===== src/rtl/rv_pkg.sv =====
// Shared RISC-E encodings and writeback-stage types.
package rv_pkg;

    // Major opcodes seen by the writeback stage
    localparam logic [6:0] LOAD   = 7'b0000011;
    localparam logic [6:0] STORE  = 7'b0100011;
    localparam logic [6:0] BRANCH = 7'b1100011;
    localparam logic [6:0] JAL    = 7'b1101111;
    localparam logic [6:0] JALR   = 7'b1100111;

    // Load funct3 encodings
    localparam logic [2:0] LB  = 3'b000;
    localparam logic [2:0] LH  = 3'b001;
    localparam logic [2:0] LW  = 3'b010;
    localparam logic [2:0] LD  = 3'b011;
    localparam logic [2:0] LBU = 3'b100;
    localparam logic [2:0] LHU = 3'b101;
    localparam logic [2:0] LWU = 3'b110;

    localparam int unsigned OPC_W = 7;
    localparam int unsigned F3_W  = 3;

    typedef enum logic {
        IDLE     = 1'b0,
        WAIT_MEM = 1'b1
    } wb_state_e;

    // Normalised load kind after folding XLEN-dependent aliases
    typedef enum logic [2:0] {
        K_B, K_H, K_W, K_D, K_BU, K_HU, K_WU
    } ld_kind_e;

    // On a 32-bit core the 64-bit-only encodings degrade to LW; on 64-bit, 111 is LD
    function automatic ld_kind_e ld_kind(input logic [F3_W-1:0] f3, input logic is64);
        ld_kind_e k;
        case (f3)
            LB:      k = K_B;
            LH:      k = K_H;
            LW:      k = K_W;
            LBU:     k = K_BU;
            LHU:     k = K_HU;
            LD:      k = is64 ? K_D  : K_W;
            LWU:     k = is64 ? K_WU : K_W;
            default: k = is64 ? K_D  : K_W;
        endcase
        return k;
    endfunction

endpackage


===== src/rtl/load_align.sv =====
// Combinational load aligner: shift by byte offset, extend, and flag misalignment.
module load_align
    import rv_pkg::*;
#(
    parameter int unsigned XLEN = 32
) (
    input  logic [XLEN-1:0]              raw_i,
    input  logic [$clog2(XLEN/8)-1:0]    offset_i,
    input  logic [F3_W-1:0]              funct3_i,
    output logic [XLEN-1:0]              ext_data_c_o,
    output logic                         misaligned_c_o
);

    localparam int unsigned OFF_W = $clog2(XLEN/8);
    localparam logic        IS64  = (XLEN == 64);

    logic [XLEN-1:0] shifted;
    ld_kind_e        kind;

    assign shifted = raw_i >> {offset_i, 3'b000};
    assign kind    = ld_kind(funct3_i, IS64);

    // Extend the shifted word and check natural alignment for the access size
    always_comb begin
        ext_data_c_o   = shifted;
        misaligned_c_o = 1'b0;
        case (kind)
            K_B:  ext_data_c_o = XLEN'($signed(shifted[7:0]));
            K_BU: ext_data_c_o = XLEN'(shifted[7:0]);
            K_H: begin
                ext_data_c_o   = XLEN'($signed(shifted[15:0]));
                misaligned_c_o = offset_i[0];
            end
            K_HU: begin
                ext_data_c_o   = XLEN'(shifted[15:0]);
                misaligned_c_o = offset_i[0];
            end
            K_W: begin
                ext_data_c_o   = XLEN'($signed(shifted[31:0]));
                misaligned_c_o = |offset_i[1:0];
            end
            K_WU: begin
                ext_data_c_o   = XLEN'(shifted[31:0]);
                misaligned_c_o = |offset_i[1:0];
            end
            K_D: begin
                ext_data_c_o   = shifted;
                misaligned_c_o = |offset_i[OFF_W-1:0];
            end
            default: begin
                ext_data_c_o   = shifted;
                misaligned_c_o = 1'b0;
            end
        endcase
    end

endmodule


===== src/rtl/wb_stage_buffered.sv =====
// Registered writeback stage: one retire per cycle, loads parked until dmem responds.
module wb_stage_buffered
    import rv_pkg::*;
#(
    parameter int unsigned XLEN = 32,
    parameter int unsigned RA_W = 5
) (
    input  logic                clk,
    input  logic                rst,
    input  logic                in_valid,
    output logic                in_ready,
    input  logic [XLEN-1:0]     in_pc,
    input  logic [OPC_W-1:0]    in_opcode,
    input  logic [F3_W-1:0]     in_funct3,
    input  logic [RA_W-1:0]     in_rd,
    input  logic [XLEN-1:0]     in_alu_res,
    input  logic                dmem_rsp_valid,
    input  logic [XLEN-1:0]     dmem_rsp_data,
    output logic                rf_we,
    output logic [RA_W-1:0]     rf_waddr,
    output logic [XLEN-1:0]     rf_wdata,
    output logic                misalign_fault,
    output logic [XLEN-1:0]     fault_pc
);

    localparam int unsigned OFF_W = $clog2(XLEN/8);

    wb_state_e         state_q, state_d;
    logic [RA_W-1:0]   rd_q, rd_d;
    logic [F3_W-1:0]   funct3_q, funct3_d;
    logic [OFF_W-1:0]  off_q, off_d;
    logic              rf_we_q, rf_we_d;
    logic [RA_W-1:0]   rf_waddr_q, rf_waddr_d;
    logic [XLEN-1:0]   rf_wdata_q, rf_wdata_d;
    logic              fault_q, fault_d;
    logic [XLEN-1:0]   fault_pc_q, fault_pc_d;

    logic [OFF_W-1:0]  align_off;
    logic [F3_W-1:0]   align_f3;
    logic [XLEN-1:0]   load_data;
    logic              load_misaligned;
    logic              writes_rd;
    logic              is_link;

    // Aligner sees the incoming instruction in IDLE (fault check) and the parked load otherwise
    assign align_off = (state_q == IDLE) ? in_alu_res[OFF_W-1:0] : off_q;
    assign align_f3  = (state_q == IDLE) ? in_funct3 : funct3_q;

    load_align #(
        .XLEN (XLEN)
    ) u_load_align (
        .raw_i          (dmem_rsp_data),
        .offset_i       (align_off),
        .funct3_i       (align_f3),
        .ext_data_c_o   (load_data),
        .misaligned_c_o (load_misaligned)
    );

    assign in_ready  = (state_q == IDLE);
    assign writes_rd = (in_opcode != STORE) && (in_opcode != BRANCH) && (in_rd != '0);
    assign is_link   = (in_opcode == JAL) || (in_opcode == JALR);

    // Next-state and registered-output logic
    always_comb begin
        state_d    = state_q;
        rd_d       = rd_q;
        funct3_d   = funct3_q;
        off_d      = off_q;
        rf_we_d    = 1'b0;
        rf_waddr_d = rf_waddr_q;
        rf_wdata_d = rf_wdata_q;
        fault_d    = 1'b0;
        fault_pc_d = fault_pc_q;

        case (state_q)
            IDLE: begin
                if (in_valid) begin
                    if (in_opcode == LOAD) begin
                        if (load_misaligned) begin
                            fault_d    = 1'b1;
                            fault_pc_d = in_pc;
                        end else begin
                            rd_d     = in_rd;
                            funct3_d = in_funct3;
                            off_d    = in_alu_res[OFF_W-1:0];
                            state_d  = WAIT_MEM;
                        end
                    end else if (writes_rd) begin
                        rf_we_d    = 1'b1;
                        rf_waddr_d = in_rd;
                        rf_wdata_d = is_link ? (in_pc + XLEN'(4)) : in_alu_res;
                    end
                end
            end
            WAIT_MEM: begin
                if (dmem_rsp_valid) begin
                    state_d = IDLE;
                    if (rd_q != '0) begin
                        rf_we_d    = 1'b1;
                        rf_waddr_d = rd_q;
                        rf_wdata_d = load_data;
                    end
                end
            end
            default: state_d = IDLE;
        endcase
    end

    // State and output registers with synchronous reset
    always_ff @(posedge clk) begin
        if (rst) begin
            state_q    <= IDLE;
            rd_q       <= '0;
            funct3_q   <= '0;
            off_q      <= '0;
            rf_we_q    <= 1'b0;
            rf_waddr_q <= '0;
            rf_wdata_q <= '0;
            fault_q    <= 1'b0;
            fault_pc_q <= '0;
        end else begin
            state_q    <= state_d;
            rd_q       <= rd_d;
            funct3_q   <= funct3_d;
            off_q      <= off_d;
            rf_we_q    <= rf_we_d;
            rf_waddr_q <= rf_waddr_d;
            rf_wdata_q <= rf_wdata_d;
            fault_q    <= fault_d;
            fault_pc_q <= fault_pc_d;
        end
    end

    assign rf_we          = rf_we_q;
    assign rf_waddr       = rf_waddr_q;
    assign rf_wdata       = rf_wdata_q;
    assign misalign_fault = fault_q;
    assign fault_pc       = fault_pc_q;

endmodule


===== config.mk =====
export PLATFORM = sky130hd
export DESIGN_NAME = wb_stage_buffered
export DESIGN_NICKNAME = d
export VERILOG_FILES = /design/src/rtl/rv_pkg.sv /design/src/rtl/load_align.sv /design/src/rtl/wb_stage_buffered.sv
export SDC_FILE = /design/constraint.sdc
export NUM_CORES = 1
export LEC_CHECK = 0
export CAP_MARGIN = 40
export CORE_MARGIN = 3
export CORE_UTILIZATION = 30
export DETAILED_ROUTE_END_ITERATION = 6
export GPL_ROUTABILITY_DRIVEN = 0
export HOLD_SLACK_MARGIN = 0.12
export MAX_ROUTING_LAYER = met4
export PLACE_DENSITY = 0.7
export SLEW_MARGIN = 20
export SYNTH_ARGS = -nofsm -noshare
export SYNTH_HDL_FRONTEND = slang
export SYNTH_HIERARCHICAL = 1
export SYNTH_SLANG_ARGS = --single-unit

===== constraint.sdc =====
create_clock -name clk -period 3 [get_ports clk]
set_input_delay 0.3 -clock clk [delete_from_list [all_inputs] [get_ports clk]]
set_output_delay 0.3 -clock clk [all_outputs]
set_load 0.05 [all_outputs]

# Word-level counts from Yosys, hierarchy flattened
# Index checks and enable logic that the tools add are counted.
[op_classes]
reduce_logical = 14
n_eq_ne = 19
bitwise = 4
n_addsub = 1
mux = 30
shift = 1
[ops]
columns = ["op", "n"]
rows = [
  ["$mux 32", 6],
  ["$pmux 32 s4", 1],
  ["$pmux 32 s2", 1],
  ["$add 32x3->32 const B", 1],
  ["$shr 32x5->32", 1],
  ["$mux 5", 5],
  ["$eq 3x3->1 const B", 5],
  ["$eq 7x7->1 const B", 2],
  ["$pmux 3 s4", 1],
  ["$mux 1", 10],
  ["$pmux 5 s2", 1],
  ["$reduce_bool 5->1", 2],
  ["$reduce_and 4->1", 2],
  ["$eq 7x2->1 const B", 1],
  ["$ne 7x6->1 const B", 1],
  ["$ne 7x7->1 const B", 1],
  ["$eq 3x1->1 const B", 2],
  ["$eq 3x2->1 const B", 2],
  ["$logic_not 3->1", 2],
  ["$ne 2x2->1 const B", 3],
  ["$pmux 1 s2", 3],
  ["$reduce_and 5->1", 1],
  ["$ne 2x1->1 const B", 2],
  ["$not 1->1", 4],
  ["7 further kinds", 9],
]
[word_totals]
regBits = 82
in_bits = 115
output_inout_bits = 72
elab_cells = 78

# Logic depth before layout (Yosys ltp)
# Gate-level depths: netlist of the first run.
[logic_depth]
depth_word = 10
depth_mapped = 12
ltp_nobuf = 8

# By module
# Netlist of the first run, hierarchy kept.
[modules_own_cells]
columns = ["mod", "cells_each", "instances", "area_per_inst_um2", "seq_area_each_um2"]
rows = [
  ["wb_stage_buffered", 542, 1, 4152.7, 1641.6],
  ["load_align", 140, 1, 955.9, 0.0],
]

# Least setup slack after synthesis of the first run
# No wires, ideal clock.
[synth_path]
path_type = "register -> register"
startpoint = "reg state_q"
endpoint = "reg fault_pc_q[19], in the netlist fault_pc[19]"
path_stages_with_launch = 12
t_required_ns = 2.930
slack_ns = 0.151
setup_ns = 0.070
arrival_ns = 2.778
n_path_buf = 5
period_less_slack_ns = 2.849
cell_sequence = "dfxtp_1 clkbuf_1 clkbuf_1 clkbuf_1 mux2_2 clkbuf_1 nor2_1 nor2_1 nand4_1 clkbuf_1 nand2_1 a21oi_1"
[synth_between]
elab_chain_len = 7
word_cells_on_any_way = 18
cone_classes = "eq/ne: 8; mux: 4; bitwise: 1; reduce/logical: 5"
[synth_lines]
columns = ["item", "line", "text"]
rows = [
  ["start: declaration", "wb_stage_buffered.sv:28", "wb_state_e state_q, state_d;"],
  ["start signal: assignment", "wb_stage_buffered.sv:122", "state_q <= state_d;"],
  ["$mux 3 *", "wb_stage_buffered.sv:47", "assign align_f3 = (state_q == IDLE) ? in_funct3 : funct3_q;"],
  ["via align_f3[1]", "wb_stage_buffered.sv:39", "logic [F3_W-1:0] align_f3;"],
  ["$eq 3x3->1 (tied with other cells)", "rv_pkg.sv:36", "case (f3)"],
  ["$pmux 3 s4 *", "rv_pkg.sv:36", ""],
  ["$eq 3x2->1 (tied with other cells)", "load_align.sv:27", "case (kind)"],
  ["$reduce_or 3->1 (no source line) / $reduce_or 2->1 (equally long branches)", "--", ""],
  ["$pmux 1 s2 *", "load_align.sv:27", ""],
  ["via load_misaligned", "wb_stage_buffered.sv:41", "logic load_misaligned;"],
  ["$reduce_and 4->1 (no source line) *", "--", ""],
  ["end signal: assignment", "wb_stage_buffered.sv:130", "fault_pc_q <= fault_pc_d;"],
  ["end: declaration", "wb_stage_buffered.sv:36", "logic [XLEN-1:0] fault_pc_q, fault_pc_d;"],
]
# The timed path passes the listed nets; every way through them passes the cells marked *.
# A chain may end at the register's enable or synchronous reset.

# Final worst setup path of the first run
[layout_path]
startpoint = "reg state_q"
endpoint = "reg rf_wdata_q[28], in the netlist rf_wdata[28]"
[layout_between]
word_cells_on_any_way = 23
cone_classes = "eq/ne: 11; shift: 1; mux: 7; bitwise: 1; reduce/logical: 3"
[layout_rtl]
columns = ["item", "line", "text"]
rows = [
  ["$mux 2", "wb_stage_buffered.sv:46", "assign align_off = (state_q == IDLE) ? in_alu_res[OFF_W-1:0] : off_q;"],
  ["via align_off[1]", "wb_stage_buffered.sv:38", "logic [OFF_W-1:0] align_off;"],
  ["$shr 32x5->32", "load_align.sv:20", "assign shifted = raw_i >> {offset_i, 3'b000};"],
  ["$pmux 32 s4", "load_align.sv:27", ""],
  ["via load_data[28]", "wb_stage_buffered.sv:40", "logic [XLEN-1:0] load_data;"],
  ["$mux 32", "wb_stage_buffered.sv:98", "if (rd_q != '0) begin"],
  ["$mux 32", "wb_stage_buffered.sv:96", "if (dmem_rsp_valid) begin"],
  ["$pmux 32 s2", "wb_stage_buffered.sv:75", "case (state_q)"],
  ["end signal: assignment", "wb_stage_buffered.sv:128", "rf_wdata_q <= rf_wdata_d;"],
  ["end: declaration", "wb_stage_buffered.sv:34", "logic [XLEN-1:0] rf_wdata_q, rf_wdata_d;"],
]
# The timed path passes the listed nets, and every way through them passes these cells. The select of a mux whose other input is x is not followed.

==> flow_results.xml, run 1 <==
<?xml version="1.0" encoding="UTF-8"?>
<metrics>
  <group name="run_status">
    <metric name="run_status" unit="">complete, no violations</metric>
  </group>
  <group name="global_route">
    <metric name="pin_count_of_the_biggest_net_entering_global_routing" unit="">40</metric>
    <metric name="globalRouteTotalUtil" unit="%">21.1</metric>
    <metric name="grt_antenna_before_repair" unit="">0</metric>
    <metric name="gr-total-overflow" unit="">0</metric>
    <metric name="grt_first_pass_wirelength" unit="um">29400</metric>
    <metric name="first_global_vias" unit="">5427</metric>
  </group>
  <group name="floorplanning">
    <metric name="start_util" unit="%">30.7</metric>
    <metric name="die_outline_width" unit="um">136</metric>
    <metric name="row_count" unit="">47</metric>
    <metric name="die_h" unit="um">136</metric>
    <metric name="core_ar" unit="sq mm">0.0166</metric>
    <metric name="num_io_pins" unit="">187</metric>
    <metric name="design.die.area" unit="sq mm">0.0186</metric>
  </group>
  <group name="synth">
    <metric name="synth_sequential_area_ratio" unit="%">32.1</metric>
    <metric name="synth_edf_count" unit="">0</metric>
    <metric name="number_of_instances_in_the_synthesized_netlist" unit="">682</metric>
    <metric name="synthFlopType" unit="">dfxtp_1</metric>
    <metric name="postSynthRegisterBits" unit="">82</metric>
    <metric name="synthesis.yosys.warnings" unit="">6</metric>
    <metric name="async_flop_share" unit="%">0</metric>
    <metric name="synth.avg_cell_area" unit="sq um">7.49</metric>
    <metric name="syn-cell-area" unit="sq mm">0.00511</metric>
    <metric name="postSynthNetCount" unit="">798</metric>
    <metric name="ys_types" unit="">54</metric>
  </group>
  <group name="worst_setup_path">
    <metric name="cpLargestDelayFamily" unit="">compound AO/OA/AOI/OAI gates</metric>
    <metric name="sort_of_element_at_the_end_of_the_critical_path" unit="">register</metric>
    <metric name="critical-path-max-stage-delay" unit="ns">0.47</metric>
    <metric name="timing.critical_path.required" unit="ns">3.28</metric>
    <metric name="timing.critical_path.slowest_stage_cell" unit="">mux2_2</metric>
    <metric name="cp_data_arrival_time" unit="ns">2.80</metric>
    <metric name="worst-setup-path-type" unit="">register to register</metric>
    <metric name="path_max_fanout" unit="">14</metric>
    <metric name="critical_path_buf_inv_count" unit="">1</metric>
    <metric name="timing.critical_path.mode_cell" unit="">nand2_1</metric>
    <metric name="worstPathCellList" unit="">buf_4 -&gt; mux2_2 -&gt; nor3b_4 -&gt; nand2_1 -&gt; a22oi_1 -&gt; nand2_1 -&gt; o31a_1 -&gt; a311o_1 -&gt; a21oi_1</metric>
    <metric name="setup.worst_path.start_class" unit="">register</metric>
  </group>
  <group name="layout">
    <metric name="diodes" unit="">0</metric>
    <metric name="final-instance-count-excl-fill" unit="">1083</metric>
    <metric name="nFillCells" unit="">1649</metric>
    <metric name="multiInputGateArea" unit="sq mm">0.00320</metric>
    <metric name="area.sequential" unit="sq mm">0.00164</metric>
    <metric name="post_route_cells_drive_above_1_share" unit="%">9.73</metric>
    <metric name="syn2layout_area_growth" unit="%">47.9</metric>
    <metric name="finish.net_count" unit="">974</metric>
  </group>
  <group name="clock_network">
    <metric name="worst_skew_pair.late_latency" unit="ns">0.35</metric>
    <metric name="cts-hold-fix-buffers" unit="">0</metric>
    <metric name="tritoncts" unit="">done</metric>
    <metric name="post_cts_resized" unit="">0</metric>
    <metric name="cts_setup_buffers" unit="">0</metric>
    <metric name="path_clk_slew" unit="ns">0.06</metric>
    <metric name="ctsRootBufferMaster" unit="">clkbuf_16</metric>
    <metric name="cts-root-to-sink-buffers" unit="">2</metric>
    <metric name="cts_made_buffers" unit="">9</metric>
    <metric name="clock-sinks" unit="">82</metric>
    <metric name="h-tree-depth" unit="">3</metric>
  </group>
  <group name="routing">
    <metric name="ant_nets" unit="">0</metric>
    <metric name="detail_route.vias_per_cell" unit="">5.25</metric>
    <metric name="dr.pass1.iters" unit="">7</metric>
    <metric name="initial_drc_count" unit="">359</metric>
    <metric name="totalWireLength" unit="um">19600</metric>
    <metric name="post_drt_wl_per_cell" unit="um">18.1</metric>
    <metric name="drcViolationCount" unit="">0</metric>
    <metric name="dr_total_vias" unit="">5691</metric>
  </group>
  <group name="timing">
    <metric name="worstMarginPinSlew" unit="ns">0.657</metric>
    <metric name="maxClockFrequency" unit="GHz">0.397</metric>
    <metric name="timing.final.crit_share" unit="%">84.1</metric>
    <metric name="finalHoldViolations" unit="">0</metric>
    <metric name="worst_clock_skew" unit="ns">0.00967</metric>
    <metric name="finalMaxSlewViolations" unit="">0</metric>
    <metric name="timing.max_slew.rel_slack" unit="%">56.0</metric>
    <metric name="setup_viol" unit="">0</metric>
    <metric name="grt_setup_unrepaired" unit="">false</metric>
    <metric name="period_minus_slack" unit="ns">2.52</metric>
    <metric name="final.setup.tns" unit="ns">0</metric>
  </group>
  <group name="pwr">
    <metric name="power_leakage" unit="nW">2.66</metric>
    <metric name="peakVddDrop" unit="uV">255</metric>
    <metric name="cellPowerDensity" unit="mW/mm^2">391</metric>
  </group>
  <group name="placed_design">
    <metric name="dp.final_hpwl" unit="um">15200</metric>
    <metric name="port_buffers" unit="">186</metric>
    <metric name="place_inst" unit="">1067</metric>
  </group>
  <group name="flow_run">
    <metric name="max_cap_viol_count" unit="">0</metric>
  </group>
  <group name="worst_hold_path">
    <metric name="holdCritPathClass" unit="">register to register</metric>
  </group>
</metrics>
-- cell families (layout without fill, tap and decap cells) --
logic type | count (synthesis) | count (layout) | synth area share [%]
multiplexers | 37 | 37 | 7.86
XOR/XNOR | 25 | 25 | 4.29
adder cells (fa/ha/maj) | 1 | 1 | 0.245
AO/OA/AOI/OAI | 187 | 187 | 23.6
flip-flops | 82 | 82 | 32.1
AND/OR/NAND/NOR | 290 | 290 | 26.4
buffers and inverters | 60 | 241 | 5.41
-- per-layer routing --
| metal | global-route usage [%] | part of all wire, % | vias up |
|---|---|---|---|
| li1 | - | - | 2788 |
| met1 | 27.7 | 44 | 2636 |
| met2 | 32.6 | 45 | 246 |
| met3 | 6.10 | 8.9 | 21 |
| met4 | 3.86 | 1.3 | 0 |
| met5 | - | 0 | - |
-- synthesized netlist by cell type (11+ instances only) --
cell type | n | share of area, %
nor3_1 | 13 | 1.3
mux2_2 | 15 | 3.3
a221oi_1 | 11 | 1.9
nand3_1 | 18 | 1.8
and3_1 | 16 | 2.0
a22oi_1 | 16 | 2.4
xnor2_1 | 19 | 3.3
dfxtp_1 | 82 | 32
clkbuf_1 | 39 | 2.9
mux2i_1 | 21 | 4.1
nand2_1 | 138 | 10
nor2_1 | 58 | 4.3
nand4_1 | 11 | 1.3
a211oi_1 | 31 | 4.6
a21oi_1 | 87 | 8.5
o21ai_0 | 14 | 1.4
-- layout make-up --
class	count	area share (%)
clock inverters	3	0.199
multi-input cells	540	42.4
inverters	7	0.348
flip-flops and latches	82	21.7
clock buffers	13	3.31
repair buffers	218	28.3
well taps	220	3.64
-- through the flow --
stage / hold WS, ns / instance area (sq um) / setup slack [ns] / total power [mW] / utilization (%)
after floorplan: 0.428 / 5110 / 0.151 / 1.57 / -
after global placement: 0.435 / 7260 / 0.302 / 1.93 / 43.6
after detailed placement: 0.442 / 7290 / 0.296 / 1.94 / 43.8
after CTS: 0.449 / 7560 / 0.480 / 2.97 / 45.4
after global routing: 0.463 / 7560 / 0.311 / 3.06 / 45.4
final: 0.448 / 7560 / 0.478 / 2.95 / 45.4
-- state kept, by name, indices dropped and copies added, names as in the netlist --
register,count
rd_q,5
state_q,1
off_q,2
rf_wdata,32
funct3_q,3
rf_waddr,5
rf_we,1
fault_pc,32
misalign_fault,1
-- worst reg2reg max path: cells and delay by family, from the launching register on --
family | cells | cell delay [ns]
flip-flops | 1 | 0.36
AO/OA/AOI/OAI | 4 | 0.76
AND/OR/NAND/NOR | 3 | 0.66
multiplexers | 1 | 0.47
buffers and inverters | 1 | 0.22
-- power by group --
part           internal, mW  switching [mW]  leakage, nW
Combinational         0.344           0.429         1.86
Clock                 0.581           0.450        0.133
Sequential             1.13          0.0240        0.670
Total                  2.05           0.903         2.66
-- final timing paths --
check          startpoint           end  slack, ns  cells after the start
max               state_q  rf_wdata[28]       0.48                      9
min          fault_pc[25]  fault_pc[25]       0.45                      2
max reg2reg       state_q  rf_wdata[28]       0.48                      9
min reg2reg  fault_pc[25]  fault_pc[25]       0.45                      2
-- cell usage in the layout, fill, tap and decap left out, drive strengths merged, types with 4 or more instances in the layout --
master / n
o21ai: 17
clkbuf: 13
a221oi: 11
buf: 33
nand4: 12
and4: 4
inv: 7
mux2i: 21
a21oi: 88
a211oi: 31
nand2: 139
xnor2: 19
or2: 9
nand3: 18
nor3: 14
xor2: 6
and3: 16
nor2: 58
mux2: 15
dfxtp: 82
clkdlybuf4s50: 185
nor2b: 4
a22oi: 16
o211ai: 9
Note: power is estimated with default switching activity, not from simulation.
==> inputs of run 2 (changes only) <==
--- a/config.mk
+++ b/config.mk
@@ -12,7 +12,7 @@
 export GPL_ROUTABILITY_DRIVEN = 0
 export HOLD_SLACK_MARGIN = 0.12
 export MAX_ROUTING_LAYER = met4
-export PLACE_DENSITY = 0.7
+export PLACE_DENSITY = 0.68
 export SLEW_MARGIN = 20
 export SYNTH_ARGS = -nofsm -noshare
 export SYNTH_HDL_FRONTEND = slang
==> constraint.sdc (replaced) <==
create_clock -name clk -period 2.5 [get_ports clk]
set_input_delay 0.25 -clock clk [delete_from_list [all_inputs] [get_ports clk]]
set_output_delay 0.25 -clock clk [all_outputs]
set_load 0.05 [all_outputs]
==> run 2 against run 1 <==
Effect of this change: worst hold slack got worse by 0.084 ns; clock skew decreased by 0.0012 ns; global-route usage increased by 0.96 points; critical path type unchanged.
==> flow_results.xml, run 2 (synthesized netlist as in run 1, its figures left out) <==
<?xml version="1.0" encoding="UTF-8"?>
<metrics>
  <group name="timing">
    <metric name="finalMaxSlewViolations" unit="">0</metric>
    <metric name="grt_setup_unrepaired" unit="">false</metric>
    <metric name="hold_ws" unit="ns">0.364</metric>
    <metric name="period_minus_slack" unit="ns">2.32</metric>
    <metric name="final.setup.tns" unit="ns">0</metric>
    <metric name="timing.final.crit_share" unit="%">93.0</metric>
    <metric name="maxClockFrequency" unit="GHz">0.430</metric>
    <metric name="setup_viol" unit="">0</metric>
    <metric name="worst_clock_skew" unit="ns">0.00848</metric>
    <metric name="finalHoldViolations" unit="">0</metric>
    <metric name="worstMarginPinSlew" unit="ns">0.663</metric>
    <metric name="timing.max_slew.rel_slack" unit="%">55.7</metric>
  </group>
  <group name="placed_design">
    <metric name="dp.final_hpwl" unit="um">15500</metric>
    <metric name="dpl-instance-area" unit="sq mm">0.00756</metric>
    <metric name="port_buffers" unit="">186</metric>
  </group>
  <group name="global_route">
    <metric name="grt_antenna_before_repair" unit="">1</metric>
    <metric name="globalRouteTotalUtil" unit="%">22.0</metric>
    <metric name="grt_first_pass_wirelength" unit="um">30700</metric>
    <metric name="first_global_vias" unit="">5506</metric>
    <metric name="gr-total-overflow" unit="">0</metric>
    <metric name="pin_count_of_the_biggest_net_entering_global_routing" unit="">83</metric>
  </group>
  <group name="floorplanning">
    <metric name="die_h" unit="um">136</metric>
    <metric name="row_count" unit="">47</metric>
    <metric name="core_ar" unit="sq mm">0.0166</metric>
    <metric name="start_util" unit="%">30.7</metric>
    <metric name="die_outline_width" unit="um">136</metric>
    <metric name="num_io_pins" unit="">187</metric>
    <metric name="design.die.area" unit="sq mm">0.0186</metric>
  </group>
  <group name="routing">
    <metric name="topRoutingLayerUsed" unit="">met4</metric>
    <metric name="totalWireLength" unit="um">20000</metric>
    <metric name="dr_total_vias" unit="">5758</metric>
    <metric name="detail_route.vias_per_cell" unit="">5.17</metric>
    <metric name="routed_length_on_met1" unit="um">9140</metric>
    <metric name="met2RoutedLength" unit="um">8560</metric>
    <metric name="dr.pass1.iters" unit="">5</metric>
    <metric name="route.met3.wl" unit="um">1700</metric>
    <metric name="initial_drc_count" unit="">469</metric>
    <metric name="ant_nets" unit="">0</metric>
    <metric name="drcViolationCount" unit="">0</metric>
    <metric name="post_drt_wl_per_cell" unit="um">18.0</metric>
  </group>
  <group name="worst_setup_path">
    <metric name="timing.critical_path.slowest_stage_cell" unit="">mux2_2</metric>
    <metric name="setup.worst_path.start_class" unit="">register</metric>
    <metric name="path_max_fanout" unit="">10</metric>
    <metric name="worstPathCellList" unit="">buf_4 -&gt; mux2_2 -&gt; nor2_1 -&gt; o221ai_4 -&gt; a22oi_1 -&gt; nand2_1 -&gt; o31a_1 -&gt; a311o_1 -&gt; a21oi_1</metric>
    <metric name="critical-path-max-stage-delay" unit="ns">0.42</metric>
    <metric name="r2r_setup_slack" unit="ns">0.18</metric>
    <metric name="timing.critical_path.required" unit="ns">2.79</metric>
    <metric name="worstSetupStartpoint" unit="">state_q</metric>
    <metric name="worst_r2r_path_depth" unit="">9</metric>
    <metric name="cp-endpoint" unit="">rf_wdata[28]</metric>
    <metric name="cp_data_arrival_time" unit="ns">2.61</metric>
    <metric name="worst_r2r_endpoint" unit="">rf_wdata[28]</metric>
    <metric name="worst-setup-path-type" unit="">register to register</metric>
    <metric name="worst_r2r_startpoint" unit="">state_q</metric>
    <metric name="sort_of_element_at_the_end_of_the_critical_path" unit="">register</metric>
  </group>
  <group name="clock_network">
    <metric name="tritoncts" unit="">done</metric>
    <metric name="clock-sinks" unit="">82</metric>
    <metric name="cts-root-to-sink-buffers" unit="">2</metric>
    <metric name="h-tree-depth" unit="">3</metric>
    <metric name="cts_made_buffers" unit="">9</metric>
    <metric name="post_cts_resized" unit="">0</metric>
    <metric name="path_clk_slew" unit="ns">0.07</metric>
    <metric name="cts-hold-fix-buffers" unit="">0</metric>
    <metric name="cts_setup_buffers" unit="">0</metric>
    <metric name="ctsRootBufferMaster" unit="">clkbuf_16</metric>
    <metric name="worst_skew_pair.late_latency" unit="ns">0.35</metric>
  </group>
  <group name="worst_hold_path">
    <metric name="holdCritPathClass" unit="">input pin to register</metric>
  </group>
  <group name="pwr">
    <metric name="power" unit="mW">3.92</metric>
    <metric name="peakVddDrop" unit="uV">359</metric>
    <metric name="cellPowerDensity" unit="mW/mm^2">495</metric>
    <metric name="power_leakage" unit="nW">2.85</metric>
  </group>
  <group name="layout">
    <metric name="final_common_cell" unit="">clkdlybuf4s50_1</metric>
    <metric name="finish.net_count" unit="">1003</metric>
    <metric name="finalInstanceArea" unit="sq mm">0.00791</metric>
    <metric name="syn2layout_area_growth" unit="%">54.8</metric>
    <metric name="post_route_cells_drive_above_1_share" unit="%">13.2</metric>
    <metric name="nFillCells" unit="">1631</metric>
    <metric name="mostFrequentLayoutCells" unit="">clkdlybuf4s50_1, nand2_1, a21oi_1</metric>
  </group>
  <group name="flow_run">
    <metric name="max_cap_viol_count" unit="">0</metric>
  </group>
  <group name="run_status">
    <metric name="run_status" unit="">complete, no violations</metric>
  </group>
</metrics>
run 2: worst min path at each step:
stage               depth (start not counted)      endpoint          from  slack (ns)
finish                                      3  rf_wdata[24]           rst        0.36
global route                                3  rf_wdata[24]           rst        0.35
CTS                                         3  rf_wdata[24]           rst        0.36
detailed placement                          2  fault_pc[25]  fault_pc[25]        0.45
global placement                            2   funct3_q[0]   funct3_q[0]        0.44
floorplan                                   2   fault_pc[0]      in_pc[0]        0.39
run 2: worst max-delay path, delay by kind of cell (launching register included):
| family | cells | cell delay [ns] |
|---|---|---|
| mux | 1 | 0.42 |
| simple gates | 2 | 0.31 |
| flops | 1 | 0.39 |
| compound gates | 5 | 0.92 |
| buf+inv | 1 | 0.22 |
run 2: final cells by class:
class / instances / area [sq um] / share of cell area, %
Sequential cell: 82 / 1640 / 20.8
Clock buffer: 9 / 225 / 2.85
Antenna cell: 1 / 2.50 / 0.0316
Tap cell: 220 / 275 / 3.48
Timing Repair Buffer: 247 / 2410 / 30.5
Multi-Input combinational cell: 540 / 3210 / 40.5
Inverter: 7 / 26.3 / 0.332
Clock inverter: 7 / 118 / 1.49
run 2: report_power, final:
group	total [mW]	switching, mW	internal [mW]
logic	0.964	0.522	0.443
registers	1.38	0.0299	1.35
clock network	1.57	0.595	0.977
total	3.92	1.15	2.77
run 2: per-layer routing:
layer | track usage [%] | vias up
li1 | - | 2847
met1 | 29.8 | 2632
met2 | 31.7 | 243
met3 | 5.74 | 36
met4 | 8.12 | 0
met5 | - | -
run 2: per-stage QoR:
| stage | setup slack [ns] | instances | utilization (%) |
|---|---|---|---|
| floorplan | 0.00351 | 682 | - |
| global placement | 0.0279 | 1096 | 45.4 |
| detailed placement | 0.0144 | 1096 | 45.4 |
| CTS | 0.186 | 1112 | 47.5 |
| global route | 0.0219 | 1113 | 47.5 |
| finish | 0.175 | 1113 | 47.5 |
==> inputs of run 3 (changes only) <==
--- a/config.mk
+++ b/config.mk
@@ -13,7 +13,7 @@
 export HOLD_SLACK_MARGIN = 0.12
 export MAX_ROUTING_LAYER = met4
 export PLACE_DENSITY = 0.68
-export SLEW_MARGIN = 20
+export SLEW_MARGIN = 15
 export SYNTH_ARGS = -nofsm -noshare
 export SYNTH_HDL_FRONTEND = slang
 export SYNTH_HIERARCHICAL = 1
==> constraint.sdc (replaced) <==
create_clock -name clk -period 2.5 [get_ports clk]
set_input_delay 0.25 -clock clk [delete_from_list [all_inputs] [get_ports clk]]
set_output_delay 0.25 -clock clk [all_outputs]
set_load 0.02 [all_outputs]
==> run 3 against run 2 <==
Effect of this change: register-to-register slack lost 0.03 ns; final cell count is essentially flat; sequential power is essentially flat; clock power shrank 18%; die area is the same; largest cell class unchanged; highest routed layer unchanged; first-iteration DRC count grew 19%.
==> flow_results.xml, run 3 (synthesized netlist as in run 1, its figures left out) <==
<?xml version="1.0" encoding="UTF-8"?>
<metrics>
  <group name="worst_setup_path">
    <metric name="r2r_setup_slack" unit="ns">0.14</metric>
    <metric name="cp_data_arrival_time" unit="ns">2.65</metric>
    <metric name="timing.critical_path.required" unit="ns">2.79</metric>
    <metric name="worstPathCellList" unit="">mux2_2 -&gt; buf_12 -&gt; nor3b_4 -&gt; nand2_1 -&gt; a22oi_1 -&gt; nand2_1 -&gt; o31a_1 -&gt; a311o_1 -&gt; a21oi_1</metric>
    <metric name="sort_of_element_at_the_end_of_the_critical_path" unit="">register</metric>
    <metric name="timing.critical_path.mode_cell" unit="">nand2_1</metric>
    <metric name="cpLargestDelayFamily" unit="">compound AO/OA/AOI/OAI gates</metric>
    <metric name="critical-path-max-stage-delay" unit="ns">0.46</metric>
    <metric name="setup.worst_path.start_class" unit="">register</metric>
    <metric name="path_max_fanout" unit="">12</metric>
    <metric name="timing.critical_path.slowest_stage_cell" unit="">mux2_2</metric>
    <metric name="critical_path_buf_inv_count" unit="">1</metric>
    <metric name="worst-setup-path-type" unit="">register to register</metric>
  </group>
  <group name="routing">
    <metric name="detail_route.vias_per_cell" unit="">5.22</metric>
    <metric name="ant_nets" unit="">0</metric>
    <metric name="dr_total_vias" unit="">5819</metric>
    <metric name="initial_drc_count" unit="">558</metric>
    <metric name="totalWireLength" unit="um">20100</metric>
    <metric name="dr.pass1.iters" unit="">5</metric>
    <metric name="drcViolationCount" unit="">0</metric>
    <metric name="post_drt_wl_per_cell" unit="um">18.1</metric>
  </group>
  <group name="floorplanning">
    <metric name="design.die.area" unit="sq mm">0.0186</metric>
    <metric name="start_util" unit="%">30.7</metric>
    <metric name="row_count" unit="">47</metric>
    <metric name="die_outline_width" unit="um">136</metric>
    <metric name="num_io_pins" unit="">187</metric>
    <metric name="core_ar" unit="sq mm">0.0166</metric>
    <metric name="die_h" unit="um">136</metric>
  </group>
  <group name="clock_network">
    <metric name="post_cts_resized" unit="">0</metric>
    <metric name="ctsRootBufferMaster" unit="">clkbuf_16</metric>
    <metric name="clock-sinks" unit="">82</metric>
    <metric name="worst_skew_pair.late_latency" unit="ns">0.35</metric>
    <metric name="tritoncts" unit="">done</metric>
    <metric name="cts-root-to-sink-buffers" unit="">2</metric>
    <metric name="cts_made_buffers" unit="">9</metric>
    <metric name="h-tree-depth" unit="">3</metric>
    <metric name="cts_setup_buffers" unit="">0</metric>
    <metric name="cts-hold-fix-buffers" unit="">0</metric>
    <metric name="path_clk_slew" unit="ns">0.07</metric>
  </group>
  <group name="layout">
    <metric name="finalInstanceArea" unit="sq mm">0.00787</metric>
    <metric name="finalCoreUtilization" unit="%">47.3</metric>
    <metric name="final_common_cell" unit="">clkdlybuf4s50_1</metric>
    <metric name="syn2layout_area_growth" unit="%">54.0</metric>
    <metric name="nFillCells" unit="">1624</metric>
    <metric name="finish.net_count" unit="">1005</metric>
    <metric name="mostFrequentLayoutCells" unit="">clkdlybuf4s50_1, nand2_1, a21oi_1</metric>
    <metric name="post_route_cells_drive_above_1_share" unit="%">13.0</metric>
  </group>
  <group name="global_route">
    <metric name="grt_first_pass_wirelength" unit="um">30700</metric>
    <metric name="globalRouteTotalUtil" unit="%">22.0</metric>
    <metric name="first_global_vias" unit="">5489</metric>
    <metric name="grt_antenna_before_repair" unit="">1</metric>
    <metric name="gr-total-overflow" unit="">0</metric>
    <metric name="pin_count_of_the_biggest_net_entering_global_routing" unit="">83</metric>
  </group>
  <group name="timing">
    <metric name="maxClockFrequency" unit="GHz">0.424</metric>
    <metric name="grt_setup_unrepaired" unit="">false</metric>
    <metric name="worst_clock_skew" unit="ns">0.0111</metric>
    <metric name="timing.max_slew.rel_slack" unit="%">67.3</metric>
    <metric name="timing.final.crit_share" unit="%">94.3</metric>
    <metric name="period_minus_slack" unit="ns">2.36</metric>
    <metric name="worstMarginPinSlew" unit="ns">0.488</metric>
    <metric name="hold_ws" unit="ns">0.348</metric>
    <metric name="finalMaxSlewViolations" unit="">0</metric>
    <metric name="finalHoldViolations" unit="">0</metric>
    <metric name="setup_viol" unit="">0</metric>
  </group>
  <group name="placed_design">
    <metric name="dp.final_hpwl" unit="um">15600</metric>
    <metric name="port_buffers" unit="">186</metric>
    <metric name="dpl-instance-area" unit="sq mm">0.00759</metric>
  </group>
  <group name="pwr">
    <metric name="peakVddDrop" unit="uV">276</metric>
    <metric name="cellPowerDensity" unit="mW/mm^2">450</metric>
    <metric name="power" unit="mW">3.54</metric>
    <metric name="power_leakage" unit="nW">2.83</metric>
  </group>
  <group name="flow_run">
    <metric name="max_cap_viol_count" unit="">0</metric>
  </group>
  <group name="worst_hold_path">
    <metric name="holdCritPathClass" unit="">input pin to register</metric>
  </group>
  <group name="run_status">
    <metric name="run_status" unit="">complete, no violations</metric>
  </group>
</metrics>
-- run 3: cell type report --
cell class / count / area, sq um / share of cell area [%]
Clock buffer: 13 / 260 / 3.31
Timing Repair Buffer: 249 / 2440 / 31.0
Multi-Input combinational cell: 540 / 3210 / 40.8
Inverter: 7 / 26.3 / 0.334
Sequential cell: 82 / 1640 / 20.9
Tap cell: 220 / 275 / 3.50
Antenna cell: 1 / 2.50 / 0.0318
Clock inverter: 2 / 12.5 / 0.159
-- run 3: worst paths after layout --
check,from,end,depth (start not counted)
min,rst,rf_wdata[25],3
min reg2reg,fault_pc[21],fault_pc[21],2
max,state_q,rf_wdata[28],9
max reg2reg,state_q,rf_wdata[28],9
-- run 3: layer usage --
layer	vias up	GRT usage [%]	routed length, um
li1	2848	-	-
met1	2671	30.2	9050
met2	270	32.1	8810
met3	30	4.49	1770
met4	0	7.50	482
met5	-	-	0
-- run 3: power breakdown --
part	switching (mW)	total, mW	leakage [nW]	internal, mW
Sequential	0.0292	1.38	0.670	1.35
Clock	0.567	1.29	0.132	0.722
Combinational	0.423	0.869	2.03	0.446
Total	1.02	3.54	2.83	2.52
-- run 3: worst min-delay path: stages --
cell	delay, ns
buf_2	0.13
or3_1	0.17
o32ai_1	0.10
-- run 3: metrics by stage --
stage / setup slack [ns] / TNS, ns / std cells
floorplan: 0.00351 / 0 / 682
global placement: 0.0182 / 0 / 1098
detailed placement: -0.00541 / -0.00959 / 1098
CTS: 0.137 / 0 / 1113
global route: 0.000672 / 0 / 1114
finish: 0.143 / 0 / 1114
